--- src/rtl/matrix_pkg.sv ---
// Shared definitions for the LED matrix panel scanner: FSM states, geometry
// and the bit layout of a frame-buffer column word.
package matrix_pkg;
    localparam int NCOLS     = 32;
    localparam int NROWPAIRS = 8;
    localparam int COLOR_LSB = 16;
    localparam int COLOR_MSB = 18;
    localparam int ADDR_W    = 10;
    localparam int DCNT_W    = 12;

    typedef enum logic [2:0] {
        IDLE, FETCH, WAIT, SETUP, CLOCK, BLANK, LATCH, DISPLAY
    } state_t;
endpackage

--- src/rtl/disp_ctr.sv ---
// Loadable down-counter timing the DISPLAY phase; done flags the last cycle.
module disp_ctr #(
    parameter int CNT_W = 12
) (
    input  logic             clk,
    input  logic             rst,
    input  logic             load,
    input  logic [CNT_W-1:0] load_val,
    output logic             done
);
    logic [CNT_W-1:0] cnt;

    always_ff @(posedge clk or negedge rst) begin
        if (!rst) begin
            cnt <= '0;
        end else if (load) begin
            cnt <= load_val;
        end else if (cnt != '0) begin
            cnt <= cnt - CNT_W'(1);
        end
    end

    // Loaded with N on entry to DISPLAY, so reaching 1 marks the Nth cycle.
    assign done = (cnt == CNT_W'(1));
endmodule

--- src/rtl/matrix_scanner.sv ---
// HUB75-style panel scanner: fetches column words, shifts colour bits out per
// row pair, then blanks, latches and displays the pair for DISP_CYCLES clocks.
module matrix_scanner #(
    parameter int DISP_CYCLES = 256,
    parameter int NCOLS       = matrix_pkg::NCOLS
) (
    input  logic        clk,
    input  logic        rst,
    input  logic        en,
    input  logic [9:0]  start_addr,
    output logic        rd_en,
    output logic [9:0]  rd_addr,
    input  logic [31:0] rd_data,
    output logic        r1,
    output logic        g1,
    output logic        b1,
    output logic        r2,
    output logic        g2,
    output logic        b2,
    output logic        sclk,
    output logic        lat,
    output logic        oe_n,
    output logic [2:0]  row_addr,
    output logic        frame_done
);
    import matrix_pkg::*;

    state_t            state;
    logic [ADDR_W-1:0] shadow;
    logic [ADDR_W-1:0] col;
    logic [ADDR_W-1:0] col_nxt;
    logic [2:0]        pair;
    logic              ctr_load;
    logic              ctr_done;
    logic              unused_rd_bits;

    assign col_nxt        = col + ADDR_W'(1);
    assign ctr_load       = (state == LATCH);
    assign unused_rd_bits = ^rd_data[31:COLOR_MSB+1];

    disp_ctr #(.CNT_W(DCNT_W)) u_disp_ctr (
        .clk      (clk),
        .rst      (rst),
        .load     (ctr_load),
        .load_val (DCNT_W'(DISP_CYCLES)),
        .done     (ctr_done)
    );

    always_ff @(posedge clk or negedge rst) begin
        if (!rst) begin
            state      <= IDLE;
            shadow     <= '0;
            col        <= '0;
            pair       <= '0;
            rd_en      <= 1'b0;
            rd_addr    <= '0;
            {r1, g1, b1} <= 3'b000;
            {r2, g2, b2} <= 3'b000;
            sclk       <= 1'b0;
            lat        <= 1'b0;
            oe_n       <= 1'b1;
            row_addr   <= '0;
            frame_done <= 1'b0;
        end else begin
            frame_done <= 1'b0;
            case (state)
                IDLE: begin
                    rd_en        <= 1'b0;
                    rd_addr      <= '0;
                    {r1, g1, b1} <= 3'b000;
                    {r2, g2, b2} <= 3'b000;
                    sclk         <= 1'b0;
                    lat          <= 1'b0;
                    oe_n         <= 1'b1;
                    row_addr     <= '0;
                    col          <= '0;
                    pair         <= '0;
                    if (en) begin
                        shadow  <= start_addr;
                        rd_en   <= 1'b1;
                        rd_addr <= start_addr;
                        state   <= FETCH;
                    end
                end
                FETCH: begin
                    rd_en <= 1'b0;
                    state <= WAIT;
                end
                // rd_data is valid now; colours register straight into SETUP.
                WAIT: begin
                    {r1, g1, b1} <= rd_data[{1'b0, pair}] ? rd_data[COLOR_MSB:COLOR_LSB] : 3'b000;
                    {r2, g2, b2} <= rd_data[{1'b1, pair}] ? rd_data[COLOR_MSB:COLOR_LSB] : 3'b000;
                    sclk  <= 1'b0;
                    state <= SETUP;
                end
                SETUP: begin
                    sclk  <= 1'b1;
                    state <= CLOCK;
                end
                CLOCK: begin
                    sclk <= 1'b0;
                    if (col != ADDR_W'(NCOLS - 1)) begin
                        col     <= col_nxt;
                        rd_en   <= 1'b1;
                        rd_addr <= shadow + col_nxt;
                        state   <= FETCH;
                    end else begin
                        state <= BLANK;
                    end
                end
                BLANK: begin
                    lat      <= 1'b1;
                    row_addr <= pair;
                    state    <= LATCH;
                end
                LATCH: begin
                    lat   <= 1'b0;
                    oe_n  <= 1'b0;
                    state <= DISPLAY;
                end
                DISPLAY: begin
                    if (ctr_done) begin
                        oe_n <= 1'b1;
                        col  <= '0;
                        if (pair == 3'(NROWPAIRS - 1)) begin
                            frame_done <= 1'b1;
                            pair       <= '0;
                            if (en) begin
                                shadow  <= start_addr;
                                rd_en   <= 1'b1;
                                rd_addr <= start_addr;
                                state   <= FETCH;
                            end else begin
                                state <= IDLE;
                            end
                        end else begin
                            pair <= pair + 3'd1;
                            if (en) begin
                                rd_en   <= 1'b1;
                                rd_addr <= shadow;
                                state   <= FETCH;
                            end else begin
                                state <= IDLE;
                            end
                        end
                    end
                end
                default: state <= IDLE;
            endcase
        end
    end
endmodule
--- config.mk ---
export PLATFORM = sky130hd
export DESIGN_NAME = matrix_scanner
export DESIGN_NICKNAME = d
export VERILOG_FILES = /design/src/rtl/matrix_pkg.sv /design/src/rtl/disp_ctr.sv /design/src/rtl/matrix_scanner.sv
export SDC_FILE = /design/constraint.sdc
export NUM_CORES = 1
export LEC_CHECK = 0
export ABC_AREA = 1
export CORE_ASPECT_RATIO = 0.9
export CORE_MARGIN = 2
export CORE_UTILIZATION = 31
export DETAILED_ROUTE_END_ITERATION = 12
export SKIP_LAST_GASP = 1
export SYNTH_ARGS = -nofsm -noshare
export SYNTH_HDL_FRONTEND = slang
export SYNTH_SLANG_ARGS = --single-unit
export TNS_END_PERCENT = 100
--- constraint.sdc ---
create_clock -name clk -period 5.05 [get_ports clk]
set_clock_uncertainty 0.05 [all_clocks]
set_input_delay 1.01 -clock clk [delete_from_list [all_inputs] [get_ports clk]]
set_output_delay 1.01 -clock clk [all_outputs]
set_load 0.02 [all_outputs]
==> results.cfg <==
[outcome]
status = finished clean

[sta]
fin_crit_ns = 2.92
rsz0062_at_grt = no
min_period_over_period_pct = 57.9
max_freq_mhz = 342
maxSlewViolCount = 0
relSlewSlack_pct = 54.0
max_slew.worst_pin.slew_ns = 0.691
finalSetupViolCount = 0
tns_ns = 0
finalHoldViolations = 0

[route]
drc = 0
via_per_inst = 4.79
route.vias.total = 3458
ant_nets = 0
wl_per_cell_um = 13.5
wirelength_mm = 9.72
dr.pass1.iters = 5
first_iter_violations = 157

[placement]
dpl.hpwl_mm = 7.32
portBuffers = 55
place.gp.congestion = 0.844

[synthesis]
netlist_area_um2 = 3870
synth_compound_area_share_pct = 15.7
synth-xor-area-share_pct = 1.58
ys_seq_area_share_pct = 40.1
synth-simple-area-share_pct = 27.0
synth_cell_types = 42
synthCells = 498
avgSynthCellArea_um2 = 7.78
ys_warn_count = 0
synth_top_family_by_area = simple AND/OR/NAND/NOR gates
synth_fa_ha_area_share_pct = 6.66
synth.area.mux_share_pct = 1.16
ys_seq_elements = 62
synth_nets = 563

[clock_network]
root_buffer = clkbuf_16
cts_hold_buffers = 0
htree_levels = 3
postCtsSetupBuffers = 0
path_clk_slew_ns = 0.06
worstSkewPairLatency_ns = 0.33
cts_buffer_depth = 2
cts_buffers = 9
ctsResizeCount = 0
cts_tree = yes
cts.sinks = 62

[setup_path]
required_ns = 5.26
crit_arrival_ns = 3.13
crit_fanout = 6
crit_type = flip-flop to flip-flop
worstSetupEndpointType = flip-flop
start_kind = flip-flop

[power_and_ir_drop]
p_total_uw = 1170
p_leak_uw = 0.00241
power_density_nw_per_um2 = 241
irDropWorstVdd_mv = 0.140

[floorplanning]
die_h_um = 110
boundaryPins = 69
rows = 38
start_util_pct = 31.9
dieWidth_um = 122
core_um2 = 12100
dieArea_um2 = 13400

[final_layout]
nFillCells = 1215
final_nets = 622
multi_input_area_um2 = 2020
area_growth_pct = 26.1
regArea_um2 = 1550
antennaDiodeCount = 0
post_route_cells_drive_above_1_share_pct = 10.1

[grt]
grt_pass1_wl_mm = 16.2
grt_util_all_layers_pct = 15.5
grt_pass1_vias = 3358
grt_max_degree = 35
grt-ovfl-total = 0
antenna_found_initial = 0

[flow_run]
maxCapViolCount = 0

[worst_hold_path]
hold_class = flip-flop to flip-flop
registers in the layout, indices dropped and copies added, names as in the netlist:
register	cells
frame_done	1
b1	1
oe_n	1
state	3
r2	1
b2	1
rd_en	1
r1	1
col	10
shadow	10
sclk	1
lat	1
u_disp_ctr.cnt	12
rd_addr	10
row_addr	3
g2	1
g1	1
pair	3
cell usage after synthesis:
cell type / number / area, um^2
a211oi_1: 1 / 7.51
a21o_1: 1 / 7.51
a21oi_1: 26 / 130
a21oi_2: 2 / 17.5
a21oi_4: 1 / 16.3
a31oi_1: 2 / 12.5
buf_2: 3 / 15.0
buf_4: 1 / 7.51
buf_6: 2 / 22.5
clkbuf_1: 2 / 7.51
clkinv_2: 1 / 5.00
dfrtp_1: 61 / 1530
dfstp_2: 1 / 26.3
fa_1: 1 / 20.0
ha_1: 19 / 238
inv_1: 60 / 225
inv_2: 1 / 3.75
inv_4: 1 / 6.26
inv_6: 1 / 8.76
mux2_4: 3 / 45.0
nand2_1: 105 / 394
nand2_2: 5 / 31.3
nand2_4: 7 / 78.8
nand3_1: 43 / 215
nand3b_1: 1 / 7.51
nand4_1: 7 / 43.8
nor2_1: 50 / 188
nor2_2: 6 / 37.5
nor2_4: 1 / 11.3
nor3_1: 4 / 20.0
nor3b_4: 1 / 18.8
o2111ai_1: 1 / 8.76
o21a_1: 2 / 15.0
o21ai_0: 48 / 240
o21ai_1: 5 / 25.0
o21ai_2: 7 / 61.3
o21ai_4: 1 / 16.3
o21bai_1: 1 / 7.51
o221ai_1: 2 / 17.5
o22ai_1: 4 / 25.0
xnor2_1: 2 / 17.5
xor2_1: 5 / 43.8
metrics by stage:
step           cells  setup WS (ns)  cell area, um^2  util (%)  hold slack (ns)
4_1_cts          722           2.10             4880      40.3            0.447
2_1_floorplan    498           2.61             3870         -            0.407
3_5_place_dp     706           2.14             4570      37.7            0.419
6_report         722           2.13             4880      40.3            0.441
3_3_place_gp     706           2.16             4570      37.7            0.417
5_1_grt          722           1.81             4880      40.3            0.474
per-layer routing:
| metal | GRT usage, % | up-vias | routed length, um |
|---|---|---|---|
| met5 | 0 | - | 0 |
| met4 | 5.50 | 0 | 133 |
| met3 | 3.03 | 9 | 510 |
| met2 | 23.4 | 87 | 4150 |
| met1 | 22.0 | 1605 | 4920 |
| li1 | - | 1757 | - |
critical path: stages (launching register included):
cell and delay [ns]:
dfrtp_1 0.43, ha_1 0.22, nand3_1 0.10, nor2_1 0.32, inv_1 0.13, nor2_1 0.14
nand2_1 0.07, xor2_1 0.21, inv_1 0.07, ha_1 0.32, nand2_1 0.07, nor2_1 0.13
nand3_1 0.09, nand3_1 0.10, inv_1 0.04, nand3_1 0.06, nand3_1 0.13, a21oi_2 0.15
worst paths after layout:
path | startpoint | endpoint | slack (ns) | depth (start not counted)
min reg2reg | rd_addr[2] | rd_addr[2] | 0.44 | 2
max in group asynchronous | rst | oe_n | 3.34 | 2
min in group asynchronous | rst | rd_addr[7] | 0.67 | 1
min | rd_addr[2] | rd_addr[2] | 0.44 | 2
max reg2reg | col[0] | rd_addr[9] | 2.13 | 17
max | col[0] | rd_addr[9] | 2.13 | 17
placed cells by master (no fill, tap or decap), types with 3 or more instances in the layout:
cell,synthesis,routed
a21oi_1,26,26
clkbuf_16,0,9
clkdlybuf4s50_1,0,54
dfrtp_1,61,61
ha_1,19,19
inv_1,60,60
mux2_4,3,3
nand2_1,105,105
nand2_2,5,5
nand2_4,7,7
nand3_1,43,43
nand4_1,7,7
nor2_1,50,50
nor2_2,6,6
nor3_1,4,4
o21ai_0,48,48
o21ai_1,5,5
o21ai_2,7,7
o22ai_1,4,4
xor2_1,5,5
layout make-up:
class	instances	area share, %
repair buffers	56	11.3
clock buffers	10	4.89
multi-input cells	364	41.3
clock inverters	6	1.44
flip-flops and latches	62	31.8
well taps	160	4.10
inverters	64	5.10
report_power, final:
group	internal [uW]	leakage (uW)	switching [uW]
sequential	497	0.000816	0
clock	399	0.000147	236
combinational	22.5	0.00145	19.9
total	918	0.00241	256
kinds of logic (layout without fill, tap and decap cells):
| group | Yosys count | count (layout) |
|---|---|---|
| flip-flops | 62 | 62 |
| buffers and inverters | 72 | 136 |
| XOR/XNOR | 7 | 7 |
| adder cells (fa/ha/maj) | 20 | 20 |
| AND/OR/NAND/NOR | 230 | 230 |
| AO/OA/AOI/OAI | 104 | 104 |
| multiplexers | 3 | 3 |
No activity file was read; power rests on OpenSTA's default activity.
